--- config.mk ---
export PLATFORM = sky130hd
export DESIGN_NAME = cpu_divider
export DESIGN_NICKNAME = d
export VERILOG_FILES = /design/src/rtl/cpu_divider.sv
export SDC_FILE = /design/constraint.sdc
export NUM_CORES = 1
export LEC_CHECK = 0
export CORE_MARGIN = 10
export CORE_UTILIZATION = 55
export DETAILED_ROUTE_END_ITERATION = 8
export PLACE_DENSITY = 0.86
export SYNTH_ARGS = -nofsm -noshare
export SYNTH_HDL_FRONTEND = slang
export SYNTH_SLANG_ARGS = --single-unit
--- constraint.sdc ---
create_clock -name clk -period 7.63 [get_ports clk]
set_input_delay 1.1445 -clock clk [delete_from_list [all_inputs] [get_ports clk]]
set_output_delay 1.1445 -clock clk [all_outputs]
set_load 0.005 [all_outputs]
--- src/rtl/cpu_divider.sv ---
// Iterative radix-2 restoring divider for RV32M DIV/DIVU/REM/REMU.
// Optional early-out for divide-by-zero/overflow: CPU_DIVIDER_EARLY_OUT_EN.
module cpu_divider #(
  parameter int XLEN = 32
) (
  input  logic            clk,
  input  logic            rst,
  input  logic            start,
  input  logic [1:0]      op,
  input  logic [XLEN-1:0] operand_a,
  input  logic [XLEN-1:0] operand_b,
  input  logic            flush,
  output logic            ready,
  output logic            busy,
  output logic            done,
  output logic [XLEN-1:0] result
);

  typedef enum logic [1:0] {IDLE, CALC, DONE} state_t;

  state_t          state_q, state_d;
  logic [5:0]      count_q, count_d;
  logic [XLEN-1:0] rem_q, rem_d;
  logic [XLEN-1:0] quot_q, quot_d;
  logic [XLEN-1:0] dvsr_q, dvsr_d;
  logic [XLEN-1:0] a_q, a_d;
  logic [1:0]      op_q, op_d;
  logic            negq_q, negq_d;
  logic            negr_q, negr_d;
  logic            dz_q, dz_d;
  logic            ovf_q, ovf_d;
  logic [XLEN-1:0] result_q, result_d;
  logic            ready_q, ready_d;
  logic            busy_q, busy_d;
  logic            done_q, done_d;

  logic            early;
  logic            sgn;
  logic            a_neg, b_neg;
  logic [XLEN-1:0] mag_a, mag_b;
  logic [XLEN:0]   rem_sh;
  logic            ge;
  logic [XLEN-1:0] diff;
  logic [XLEN-1:0] q_fin, r_fin, fin;

`ifdef CPU_DIVIDER_EARLY_OUT_EN
  assign early = dz_q | ovf_q;
`else
  assign early = 1'b0;
`endif

  // Next-state, datapath step and result selection.
  always_comb begin
    state_d  = state_q;
    count_d  = count_q;
    rem_d    = rem_q;
    quot_d   = quot_q;
    dvsr_d   = dvsr_q;
    a_d      = a_q;
    op_d     = op_q;
    negq_d   = negq_q;
    negr_d   = negr_q;
    dz_d     = dz_q;
    ovf_d    = ovf_q;
    result_d = result_q;

    sgn   = ~op[0];
    a_neg = sgn & operand_a[XLEN-1];
    b_neg = sgn & operand_b[XLEN-1];
    mag_a = a_neg ? -operand_a : operand_a;
    mag_b = b_neg ? -operand_b : operand_b;

    rem_sh = {rem_q, quot_q[XLEN-1]};
    ge     = rem_sh >= {1'b0, dvsr_q};
    diff   = rem_sh[XLEN-1:0] - dvsr_q;

    q_fin = negq_q ? -quot_q : quot_q;
    r_fin = (negr_q && |rem_q) ? -rem_q : rem_q;
    if (dz_q)
      fin = op_q[1] ? a_q : '1;
    else if (ovf_q)
      fin = op_q[1] ? '0 : {1'b1, {(XLEN-1){1'b0}}};
    else
      fin = op_q[1] ? r_fin : q_fin;

    unique case (state_q)
      IDLE: begin
        if (!flush && start) begin
          state_d = CALC;
          count_d = '0;
          rem_d   = '0;
          quot_d  = mag_a;
          dvsr_d  = mag_b;
          a_d     = operand_a;
          op_d    = op;
          negq_d  = a_neg ^ b_neg;
          negr_d  = a_neg;
          dz_d    = ~|operand_b;
          ovf_d   = sgn
                  & (operand_a == {1'b1, {(XLEN-1){1'b0}}})
                  & (&operand_b);
        end
      end
      CALC: begin
        if (flush) begin
          state_d = IDLE;
        end else if (count_q == 6'd32 || early) begin
          result_d = fin;
          state_d  = DONE;
        end else begin
          rem_d   = ge ? diff : rem_sh[XLEN-1:0];
          quot_d  = {quot_q[XLEN-2:0], ge};
          count_d = count_q + 6'd1;
        end
      end
      DONE: state_d = IDLE;
      default: state_d = IDLE;
    endcase

    ready_d = (state_d == IDLE);
    busy_d  = (state_d != IDLE);
    done_d  = (state_d == DONE);
  end

  // State and registered outputs; rst wins over flush and start.
  always_ff @(posedge clk) begin
    if (rst) begin
      state_q  <= IDLE;
      count_q  <= '0;
      rem_q    <= '0;
      quot_q   <= '0;
      dvsr_q   <= '0;
      a_q      <= '0;
      op_q     <= '0;
      negq_q   <= 1'b0;
      negr_q   <= 1'b0;
      dz_q     <= 1'b0;
      ovf_q    <= 1'b0;
      result_q <= '0;
      ready_q  <= 1'b1;
      busy_q   <= 1'b0;
      done_q   <= 1'b0;
    end else begin
      state_q  <= state_d;
      count_q  <= count_d;
      rem_q    <= rem_d;
      quot_q   <= quot_d;
      dvsr_q   <= dvsr_d;
      a_q      <= a_d;
      op_q     <= op_d;
      negq_q   <= negq_d;
      negr_q   <= negr_d;
      dz_q     <= dz_d;
      ovf_q    <= ovf_d;
      result_q <= result_d;
      ready_q  <= ready_d;
      busy_q   <= busy_d;
      done_q   <= done_d;
    end
  end

  assign ready  = ready_q;
  assign busy   = busy_q;
  assign done   = done_q;
  assign result = result_q;

endmodule

**After elaboration in Yosys (flattened, before gate mapping)**

Index checks and enable logic that the tools add are counted.

- Output and inout bits: 35
- Input port bits: 70
- Flip-flop bits (word level): 177
- Logic and storage cells: 76

- Multiplexer cells: 26
- Add/subtract/negate cells: 6
- Reduce and logical (&&, ||, !) cells: 14
- Bitwise gates (word level): 7
- Eq/ne operators: 7
- Magnitude comparators: 1

Operators by type and width:

| cell | count |
|---|---|
| 2-to-1 mux 32 bit | 16 |
| negation 32 bit | 4 |
| case mux 32 bit (2 select lines) | 2 |
| OR reduction 32 bit | 2 |
| >= comparator 33 x 32 -> 1 bit | 1 |
| == test 32 bit, second input constant | 1 |
| AND reduction 32 bit | 1 |
| subtractor 32 bit | 1 |
| 2-to-1 mux 6 bit | 3 |
| case mux 6 bit (2 select lines) | 1 |
| adder 6 x 1 -> 6 bit, second input constant | 1 |
| == test 6 bit, second input constant | 1 |
| 2-to-1 mux 2 bit | 3 |
| != test 2 bit, second input constant | 3 |
| AND 1 bit | 4 |
| logical NOT 2 bit | 2 |
| case mux 2 bit (2 select lines) | 1 |
| AND reduction 4 bit | 1 |
| nonzero test 2 bit | 2 |
| AND reduction 3 bit | 1 |
| == test 2 x 1 -> 1 bit, second input constant | 1 |
| == test 2 bit, second input constant | 1 |
| logical AND 1 bit | 2 |
| logical NOT 1 bit | 2 |
| other kinds (3) | 4 |

**Longest topological paths before layout**

- Word-level depth: 6
- Gate-level depth with buffers: 13
- Gate-level depth less buffers: 12

**Least setup slack after synthesis**

OpenSTA, ideal clock, no wires.

- Path type: input -> register
- Start: in operand_a[6]
- End: reg quot_q[21]
- Data arrival time: 3.192 ns
- Slack: 4.337 ns
- Cell stages on the path: 8
- Path buffers: 0
- Data required time: 7.529 ns
- Setup time: 0.101 ns
- Path through: or4_1 or3_1 nor4_4 nand2_1 o21ai_1 xnor2_1 nor2_1 o41ai_1

- Cells in the longest elaborated chain, start to end: 4

RTL lines:

| element | RTL line | text |
|---|---|---|
| from (decl) | 10 | `input logic [XLEN-1:0] operand_a,` |
| negation 32 bit | 70 | `mag_a = a_neg ? -operand_a : operand_a;` |
| 2-to-1 mux 32 bit | 70 |  |
| 2-to-1 mux 32 bit | 88 | `if (!flush && start) begin` |
| case mux 32 bit (2 select lines) | 86 | `unique case (state_q)` |
| to (signal assigned) | 147 | `quot_q <= quot_d;` |
| to (decl) | 24 | `logic [XLEN-1:0] quot_q, quot_d;` |

No other way between the ends. The select of a mux whose other input is x is not followed.
A chain may end at the register's enable or synchronous reset.

**Worst setup path after layout**

- Start: in flush
- End: reg rem_q[26]

- Cells in the longest elaborated chain, start to end: 4
- Elaborated cells on any way between the ends: 5
- Those cells by class: 2 x eq/ne; 3 x reduce/logical

RTL lines:

| element | RTL line | text |
|---|---|---|
| from (decl) | 12 | `input logic flush,` |
| logical NOT 1 bit | 88 |  |
| logical AND 1 bit | 88 |  |
| != test 2 bit (no source line) | n/a |  |
| AND reduction 4 bit (no source line) * | n/a |  |
| to (signal assigned) | 146 | `rem_q <= rem_d;` |
| to (decl) | 23 | `logic [XLEN-1:0] rem_q, rem_d;` |

Mark *: on every way between the ends. The rest lies on a longest branch, timed or not.

==> flow_summary.toml <==
[floorplanning]
die_w_um = 167
dieArea_um2 = 27900
die_y_um = 167
initial_core_util_pct = 56.1
io_pins = 105
num_rows = 53
design.core.area_um2 = 21200

[clock_tree]
clk_pin_slew_ps = 70
cts_hold_buf = 0
htreeDepth = 4
cts_buffers = 17
clk_path_buf_depth = 2
cts_setup_buffers = 0
postCtsResizedCells = 0
cts_tree = "built"
clock-root-buffer = "clkbuf_16"
clock-sinks = 176
clkLatencyLatePin_ps = 440

[routing]
routedWlPerCell_um = 19.9
vias_per_cell = 6.60
dr.pass1.iters = 8
routed_wl_um = 38100
ant_nets = 0
vias = 12611
drtIter0Drc = 1575
drc = 0

[worst_setup_path]
setup.worst_path.end_class = "flip-flop"
reg2reg_slack_ps = 3750
worst_setup_path_start_kind = "input port"
crit_fanout = 107
cp.required_ps = 7980
cp_data_arrival_time_ps = 4240
worstSetupPathType = "in -> reg"

[final_layout]
area_growth_pct = 14.1
nets = 1734
instances_no_fill = 1912
layout_common_cells = "nand2_1 (206), dfxtp_1 (176), nor2_1 (154), a21oi_1 (140), clkdlybuf4s50_1 (103)"
fill_cells = 1768
utilization_pct = 64.0
final_common_cell = "nand2_1"
layout-drive-gt1-share_pct = 4.76
num_antenna_cells = 0

[yosys]
synth_cells = 1596
synthXorXnorAreaFrac_pct = 10.0
synth_flop_cell = "dfxtp_1"
synth_area_um2 = 11900
synthArstFlopShare_pct = 0
synth_top_family_by_area = "compound AO/OA/AOI/OAI gates"
synthMuxAreaShare_pct = 0.421
syn_avg_cell_area_um2 = 7.44
ys_types = 77
ys_warn_count = 0
synth-seq-cells = 176
synth-simple-area-share_pct = 23.6
synth-edff-count = 0
yosysSeqAreaShare_pct = 29.7
synth_adder_area_share_pct = 4.28
syn-num-nets = 1706
synth_compound_area_share_pct = 26.6

[sta]
slew_headroom_pct = 16.8
finalHoldViolations = 0
drv_slew = 0
tns_ps = 0
min_period_ps = 3890
fmax_mhz = 257
rsz0062_at_grt = "false"
skew_ps = 9.62
setup_violations = 0
worstMarginPinSlew_ps = 1250
fin_crit_sh_pct = 51.0
fin_hold_ws_ps = 454

[placement]
dp_hpwl_um = 27600
port_buffers = 104
gp_congestion = 0.978
dpl.cell_count = 1880

[global_route]
antenna_found_initial = 0
grt-busiest-layer = "met2"
grt_pass1_vias = 11435
grt_util_met3_pct = 6.61
grtUsageTotal_pct = 25.8
grt_pass1_wl_um = 60500
grt_max_degree = 108
grt_overflow_total = 0
use_met2_pct = 39.7
grtUsageMet1_pct = 33.8

[pwr]
power_density_nw_per_um2 = 171
p_leak_nw = 4.90
total_power_w = 0.00231
peakVddDrop_uv = 171

[outcome]
status = "finished, final reports clean"

[flow_run]
cap_violations = 0

[worst_hold_path]
hold_path_class = "reg -> reg"
[cells in the mapped netlist, types with 6 or more instances]
cell / n / share of area (%)
buf_1: 6 / 0.19
and2_1: 9 / 0.47
nand3_1: 32 / 1.3
o41ai_1: 15 / 1.1
dfxtp_1: 176 / 30
nor3_1: 29 / 1.2
nand2b_1: 16 / 0.84
xnor2_1: 76 / 5.6
o21ai_0: 91 / 3.8
a31oi_1: 19 / 1.0
a21o_1: 15 / 0.95
inv_1: 58 / 1.8
clkbuf_1: 94 / 3.0
a211oi_1: 44 / 2.8
nor4_1: 15 / 0.79
a311oi_1: 13 / 0.96
nand2_1: 206 / 6.5
xor2_1: 60 / 4.4
or2_2: 8 / 0.42
nor2_1: 155 / 4.9
o31ai_1: 29 / 1.8
nand4_1: 44 / 2.3
or3_1: 22 / 1.2
o211ai_1: 41 / 2.6
ha_1: 39 / 4.1
a21oi_1: 140 / 5.9
or4_1: 13 / 0.82
nor2b_1: 7 / 0.37
and3_1: 12 / 0.63
o22ai_1: 8 / 0.42
o221ai_1: 12 / 0.89
[power by group]
part	leakage, nW	switching [W]	total, W	internal [W]
combinational	3.20	0.000272	0.000445	0.000173
clock	0.272	0.000402	0.000877	0.000475
sequential	1.43	0.0000399	0.000993	0.000953
[flip-flops by register name, indices dropped and copies added (netlist names)]
register and cells:
state_q 2, negq_q 1, rem_q 32, count_q 6
result 32, done 1, dz_q 1, ready 1
negr_q 1, busy 1, ovf_q 1, quot_q 32
dvsr_q 32, a_q 32, op_q 1
[cell type report]
type                    instances  area [um^2]  area share [%]
flip-flops and latches        176         3520            26.0
inverters                      58          218            1.61
well taps                     275          344            2.54
repair buffers                116         1130            8.33
multi-input cells            1255         7750            57.2
clock buffers                  20          457            3.37
clock inverters                12          124           0.914
[per-layer routing]
layer  part of all wire (%)  up-vias  wire length, um
met5                      0        -                0
met4                    3.4        0             1300
met3                     12      102             4490
met2                     44      797            16800
met1                     41     5862            15500
li1                       -     5850                -
[worst paths after layout]
kind,to,cells after the start,from
setup / recovery,rem_q[26],8,flush
hold / removal,a_q[5],2,a_q[5]
setup reg to reg,rem_q[17],11,dvsr_q[8]
hold reg to reg,a_q[5],2,a_q[5]
[through the flow]
stage	instance area [um^2]	setup WS, ps
2_1_floorplan	11900	4340
3_3_place_gp	13000	3490
3_5_place_dp	13000	3370
4_1_cts	13500	3830
5_1_grt	13500	3510
6_report	13500	3740
[critical path: stages]
cell             delay (ps)
clkdlybuf4s50_1         500
nor4b_4                 330
buf_4                   890
o22ai_4                 150
nor3_2                  140
buf_4                   470
o21ai_1                 330
o211ai_1                260
[logic make-up (layout without fill, tap and decap cells)]
| family | Yosys count | count (layout) |
|---|---|---|
| AOI/OAI and AO/OA | 484 | 484 |
| xor gates and xnor gates | 136 | 136 |
| adders and majority gates | 40 | 40 |
| buffers and inverters | 165 | 206 |
| DFF | 176 | 176 |
| muxes | 5 | 5 |
| and+or+nand+nor | 590 | 590 |
(Power assumes the default switching activity.)
